**config.mk**
```make
export PLATFORM = sky130hd
export DESIGN_NAME = mc_ctrl
export DESIGN_NICKNAME = d
export VERILOG_FILES = /design/src/rtl/mc_ctrl.sv
export SDC_FILE = /design/constraint.sdc
export NUM_CORES = 1
export LEC_CHECK = 0
export ABC_AREA = 1
export CAP_MARGIN = 30
export CORE_MARGIN = 3
export CORE_UTILIZATION = 59
export CTS_BUF_LIST = sky130_fd_sc_hd__clkbuf_2
export CTS_CLUSTER_SIZE = 12
export DETAILED_ROUTE_END_ITERATION = 12
export DONT_BUFFER_PORTS = 1
export PLACE_DENSITY = 0.78
export SLEW_MARGIN = 5
export SYNTH_ARGS = -nofsm -noshare
export SYNTH_HDL_FRONTEND = slang
export SYNTH_SLANG_ARGS = --single-unit
```
**constraint.sdc**
```tcl
create_clock -name clk -period 2.5 [get_ports clk]
set_clock_uncertainty 0.15 [all_clocks]
set_input_delay 0.375 -clock clk [delete_from_list [all_inputs] [get_ports clk]]
set_output_delay 0.375 -clock clk [all_outputs]
set_load 0.01 [all_outputs]
```
**src/rtl/mc_ctrl.sv**
```systemverilog
// mc_ctrl: multi-cycle MIPS controller sequencing IF/ID/EXE/MEM/WB and driving datapath controls.
module mc_ctrl #(
  parameter int CNT_W = 32
) (
  input  logic             clk,
  input  logic             reset,
  input  logic [5:0]       opcode,
  input  logic [5:0]       funct,
  input  logic             zero,
  output logic             pc_we,
  output logic [1:0]       pc_src,
  output logic             ir_we,
  output logic             reg_we,
  output logic [1:0]       reg_dst,
  output logic [1:0]       wd_sel,
  output logic [1:0]       ext_op,
  output logic             alu_src,
  output logic [2:0]       alu_op,
  output logic             dm_we,
  output logic [2:0]       state,
  output logic             instr_done,
  output logic [CNT_W-1:0] retired
);
  typedef enum logic [2:0] {S_IF = 3'd0, S_ID = 3'd1, S_EXE = 3'd2, S_MEM = 3'd3, S_WB = 3'd4} state_t;
  state_t state_q, state_d;
  logic [CNT_W-1:0] retired_q, retired_d;
  logic is_r, addu, subu, jr, ori, lw, sw, beq, lui, j, jal, alu_path;
  logic [2:0] alu_op_dec;
  always_comb begin
    is_r = opcode == 6'b000000;
    addu = is_r && funct == 6'b100001;
    subu = is_r && funct == 6'b100011;
    jr   = is_r && funct == 6'b001000;
    ori  = opcode == 6'b001101;
    lw   = opcode == 6'b100011;
    sw   = opcode == 6'b101011;
    beq  = opcode == 6'b000100;
    lui  = opcode == 6'b001111;
    j    = opcode == 6'b000010;
    jal  = opcode == 6'b000011;
    alu_path = addu | subu | ori | lui | lw | sw | beq;
    alu_op_dec = (subu | beq) ? 3'b001 : ori ? 3'b010 : lui ? 3'b011 : 3'b000;
  end
  always_comb begin
    state_d    = S_IF;
    pc_we      = 1'b0;
    pc_src     = 2'b00;
    ir_we      = 1'b0;
    reg_we     = 1'b0;
    reg_dst    = 2'b00;
    wd_sel     = 2'b00;
    ext_op     = (lw | sw | beq) ? 2'b01 : lui ? 2'b10 : 2'b00;
    alu_src    = 1'b0;
    alu_op     = 3'b000;
    dm_we      = 1'b0;
    instr_done = 1'b0;
    // ALU controls stay asserted from EXE through MEM/WB so the result is stable at write time
    if (state_q == S_EXE || state_q == S_MEM || state_q == S_WB) begin
      alu_op  = alu_op_dec;
      alu_src = ori | lui | lw | sw;
    end
    case (state_q)
      S_IF: begin
        pc_we   = 1'b1;
        ir_we   = 1'b1;
        state_d = S_ID;
      end
      S_ID: begin
        if (j | jal | jr) begin
          pc_we      = 1'b1;
          pc_src     = jr ? 2'b11 : 2'b10;
          reg_we     = jal;
          reg_dst    = jal ? 2'b10 : 2'b00;
          wd_sel     = jal ? 2'b10 : 2'b00;
          instr_done = 1'b1;
        end else if (alu_path) state_d = S_EXE;
        else instr_done = 1'b1;
      end
      S_EXE: begin
        if (beq) begin
          pc_src     = 2'b01;
          pc_we      = zero;
          instr_done = 1'b1;
        end else state_d = (lw | sw) ? S_MEM : S_WB;
      end
      S_MEM: begin
        dm_we      = sw;
        instr_done = sw;
        state_d    = sw ? S_IF : S_WB;
      end
      S_WB: begin
        reg_we     = 1'b1;
        reg_dst    = is_r ? 2'b01 : 2'b00;
        wd_sel     = lw ? 2'b01 : 2'b00;
        instr_done = 1'b1;
      end
      default: ext_op = 2'b00;
    endcase
    if (reset) begin
      pc_we      = 1'b0;
      pc_src     = 2'b00;
      ir_we      = 1'b0;
      reg_we     = 1'b0;
      reg_dst    = 2'b00;
      wd_sel     = 2'b00;
      ext_op     = 2'b00;
      alu_src    = 1'b0;
      alu_op     = 3'b000;
      dm_we      = 1'b0;
      instr_done = 1'b0;
    end
    retired_d = retired_q + CNT_W'(instr_done);
  end
  always_ff @(posedge clk) begin
    if (reset) begin
      state_q   <= S_IF;
      retired_q <= '0;
    end else begin
      state_q   <= state_d;
      retired_q <= retired_d;
    end
  end
  assign state   = state_q;
  assign retired = retired_q;
endmodule

```
==> results.md, run 1 <==
- The clock sink count is 35.
- The worst min-delay path startpoint is opcode[3].
- In this run, synthesis inferred 0 flip-flops with an integrated enable.
- Yosys mapped the design onto 33 distinct sky130hd cell types.
- Entering global routing, the biggest net connects 25 pins.
- The growth of design area from synthesis to finish is 13.4%.
- The routability congestion estimate is ~0.9.
- In this run the remaining antenna-violating nets after routing total 0.
- The cell count after synthesis came out at about 360.
- Among all flip-flop cells after synthesis, the most frequent one is dfxtp_1.
- For this run, the total global-route usage over all layers was measured as 0.285.
- The peak supply drop is 308 µV.
- The fraction of the mapped netlist area in adder cells is 0.0113.
- The die covers 4540 µm².
- The kind of launch point of the worst setup path is a register.
- The launch point of the worst reg-to-reg path is state[2]$_SDFF_PP0_.
- For this block, the via count after detailed routing is between 2000 and 2500.
- Before antenna repair, the detailed router went through 4 iterations.
- The final HPWL from detailed placement is 4770 µm.
- The maximum clock frequency is between 400 and 500 MHz.
- The top cell types in the final layout, fill and taps aside, are 85 x nand2_1, 60 x nor2_1, 37 x inv_1.
- When the netlist entered floorplanning its net count stood at ~380.
- The filler cell count is 311.
- The library cell used most frequently in the layout, excluding fill and tap cells, is nand2_1.
- The max-cap violation count is 0.
- The net count of the finished layout is slightly below 400.
- Synthesis inferred 35 register bits.
- The count of pins on the block boundary is 67.
- The first-pass GRT wire length is between 9000 and 10000 µm.
- The clock tree from TritonCTS is yes.
- The number of hold-slack violations in the final timing report is 0.
- The combined area of all synthesized cells is ~2200 µm².
- The number of H-tree levels is 2.
- The most critical setup path has its startpoint at state[2]$_SDFF_PP0_.
- After synthesis, the share of flip-flops with an asynchronous set or reset is 0.
- Traced cell by cell, the critical path runs through inv_2 -> nand2_4 -> nor2_4 -> nand3_2 -> o21ai_1 -> nor2_1 -> a21oi_2 -> ha_2 -> ha_4 -> nand2_4 -> nor2_4 -> nand2_4 -> nor2_4 -> nand2_4 -> nor2_4 -> nand2_1 -> nand2_1 -> inv_1 -> nor2_1.
- The first routing iteration left 181 violations.
- The initial antenna violation count is 0.
- The root buffer cell is clkbuf_2.
- The via count of the first global-routing pass is 2130.
- The number of placed instances with taps included is a little over 400.
- The vertical extent of the die is approximately 67 µm.
- In the final layout, the share of cells above drive strength 1 is 0.171.
- The placed standard-cell area is about 2400 µm².
- The power density over the cells is ~350 nW/µm².
- The Yosys step of the flow raised 0 warnings.
- The maximum fanout along the worst path is 4.
- The category of the worst setup path capture point is a register.
- The hold path endpoint is state[2]$_SDFF_PP0_.
- The die extent in x is between 60 and 70 µm.
- After routing the design area is ~2500 µm².
- At the pin with the least slew margin, the transition time is around 0.51 ns.
- Data on the critical path is required at its endpoint by about 2.7 ns.
- The leakage power summed over all cells is 0.000859 µW.
- After synthesis, the largest family of logic cells by area is simple AND/OR/NAND/NOR gates.
- The via count normalized by instance count is approximately 5.5.
- Setup violations remaining at the end of the flow were counted as 0.
- The run finished with clean final reports.
- The tightest min-delay check is of the input pin to register type.
- The core region is about 3500 µm².
- The number of instances on the worst hold path is 3.
- The critical register-to-register path endpoint is retired[28]$_SDFF_PP0_.
- The remaining global-route overflow is 0.
- The standard-cell row count is 21.
- The final non-filler cell total is about 430.
- The critical path is of the register to register type.
- Dividing the final minimum period by the clock period gives 0.978.
- The count of buffers from port buffering is 0.
- The post-synthesis area per instance is roughly 6.2 µm².
- The final max-slew violation count was 0.
- Headroom to the max-slew limit came out at 0.657.
- The share of synthesized cell area in and, or, nand and nor gates is 0.449.
- Of the total synthesized cell area, the portion taken by XOR and XNOR cells is 0.0118.
- The clock passes through at most 2 buffers.
- The number of CTS-inserted buffers is 5.
- The logic depth of the worst register-to-register path is 19.
- For flop-to-flop paths, the worst setup slack is ~0.056 ns.
- Of the post-synthesis cell area, the part taken by muxes is 0.
- On the worst path, the slowest cell contributes a delay of between 0.3 and 0.4 ns.
- The clock period could shrink to 2.44 ns.
- Dividing the detail-routed wire length by the instance count gives approximately 14 µm.
- After clock tree synthesis, the clock-pin slew on the worst setup and hold paths is about 0.18 ns.
- The antenna diode instance count is 0.
- Of the synthesized area, sequential elements account for 0.315.
- The initial core utilization is 0.641.
- The buffer and inverter count on the worst path is 2.
- The routed wire length is 6110 µm.
- The clock insertion delay at the later pin of the skew report is approximately 0.38 ns.
- Data arrives at the worst endpoint at ~2.6 ns.
- Setup repair after global routing could not meet its margin everywhere.
- For this run, design rule violations remaining after detail routing come to 0.
- The fraction of the mapped netlist area in compound gates is 0.117.
- The standard cell with the maximum stage delay on the critical path is dfxtp_2.
- In this design, the largest share of critical-path delay is due to simple AND/OR/NAND/NOR gates.
-- final cells by class --
| type | instances | area, µm² | share of cell area |
|---|---|---|---|
| flip-flops and latches | 35 | 707 | 0.280 |
| repair buffers | 19 | 153 | 0.0605 |
| clock buffers | 5 | 25.0 | 0.00992 |
| multi-input cells | 273 | 1390 | 0.551 |
| clock inverters | 3 | 15.0 | 0.00595 |
| well taps | 46 | 57.6 | 0.0228 |
| inverters | 46 | 175 | 0.0694 |
-- worst register-to-register path: cells and delay by family, from the launching register on --
family	cells	cell delay [ns]
AO/OA/AOI/OAI	2	0.25
adder cells (fa/ha/maj)	2	0.40
buffers and inverters	2	0.12
flip-flops	1	0.36
AND/OR/NAND/NOR	13	1.16
-- registers in the layout, summed over array words and instances, names as in the netlist --
| signal | flops |
|---|---|
| retired | 32 |
| state | 3 |
-- where the power goes --
part | total, µW | internal, µW | switching, µW | leakage [µW]
Sequential | 566 | 561 | 4.38 | 0.000284
Clock | 254 | 62.4 | 192 | 0.0000241
Combinational | 70.4 | 25.3 | 45.1 | 0.000551
-- per-stage QoR --
stage,setup slack (ns),utilization,hold WS (ns),setup TNS (ns),power [µW]
final,0.0555,0.727,0.151,0,890
after global placement,0.0207,0.686,0.299,0,634
after floorplan,-0.00928,-,0.345,-0.00928,628
after global routing,-0.105,0.727,0.140,-0.149,932
after detailed placement,-0.0617,0.686,0.299,-0.0617,634
after CTS,0.0282,0.701,0.147,0,892
-- routing by layer --
layer | part of all wire | GRT usage
met1 | 0.44 | 0.378
met5 | 0 | 0
met4 | 0.0075 | 0.0911
met2 | 0.47 | 0.452
met3 | 0.090 | 0.0732
-- cells in the mapped netlist, drive strengths merged (2+ instances only) --
cell | n | area share
a21oi | 32 | 0.072
buf | 3 | 0.0090
clkbuf | 4 | 0.0068
dfxtp | 35 | 0.32
ha | 2 | 0.011
inv | 45 | 0.077
nand2 | 91 | 0.16
nand3 | 25 | 0.061
nand3b | 4 | 0.014
nand4 | 6 | 0.017
nor2 | 73 | 0.14
nor3 | 16 | 0.048
o21a | 2 | 0.0068
o21ai | 14 | 0.032
xor2 | 2 | 0.0079
-- kinds of logic after synthesis --
group,Yosys count
AND/OR/NAND/NOR,217
adder cells (fa/ha/maj),2
flip-flops,35
XOR/XNOR,3
other,1
buffers and inverters,53
AO/OA/AOI/OAI,50
-- worst max-delay path by stage --
| stage | end | slack [ns] | depth (start not counted) |
|---|---|---|---|
| 2_1_floorplan | retired[28]$_SDFF_PP0_ | -0.009 | 19 |
| 3_3_place_gp | retired[28]$_SDFF_PP0_ | 0.02 | 19 |
| 3_5_place_dp | retired[28]$_SDFF_PP0_ | -0.06 | 19 |
| 4_1_cts | retired[28]$_SDFF_PP0_ | 0.03 | 19 |
| 5_1_grt | retired[28]$_SDFF_PP0_ | -0.11 | 19 |
| 6_report | retired[28]$_SDFF_PP0_ | 0.06 | 19 |
-- timing repair --
item                       CTS  global route
setup endpoints to repair    0             7
hold endpoints to repair    24             0
hold buffers                 1             0
buffers inserted             0             4
resized for setup            0            16
Note: power is estimated with default switching activity, not from simulation.
==> run 2, diff against run 1 <==
SLEW_MARGIN = 20   (was 5)
==> results of run 2 <==
Final layout, timing and power as in run 1 (identical DEF).
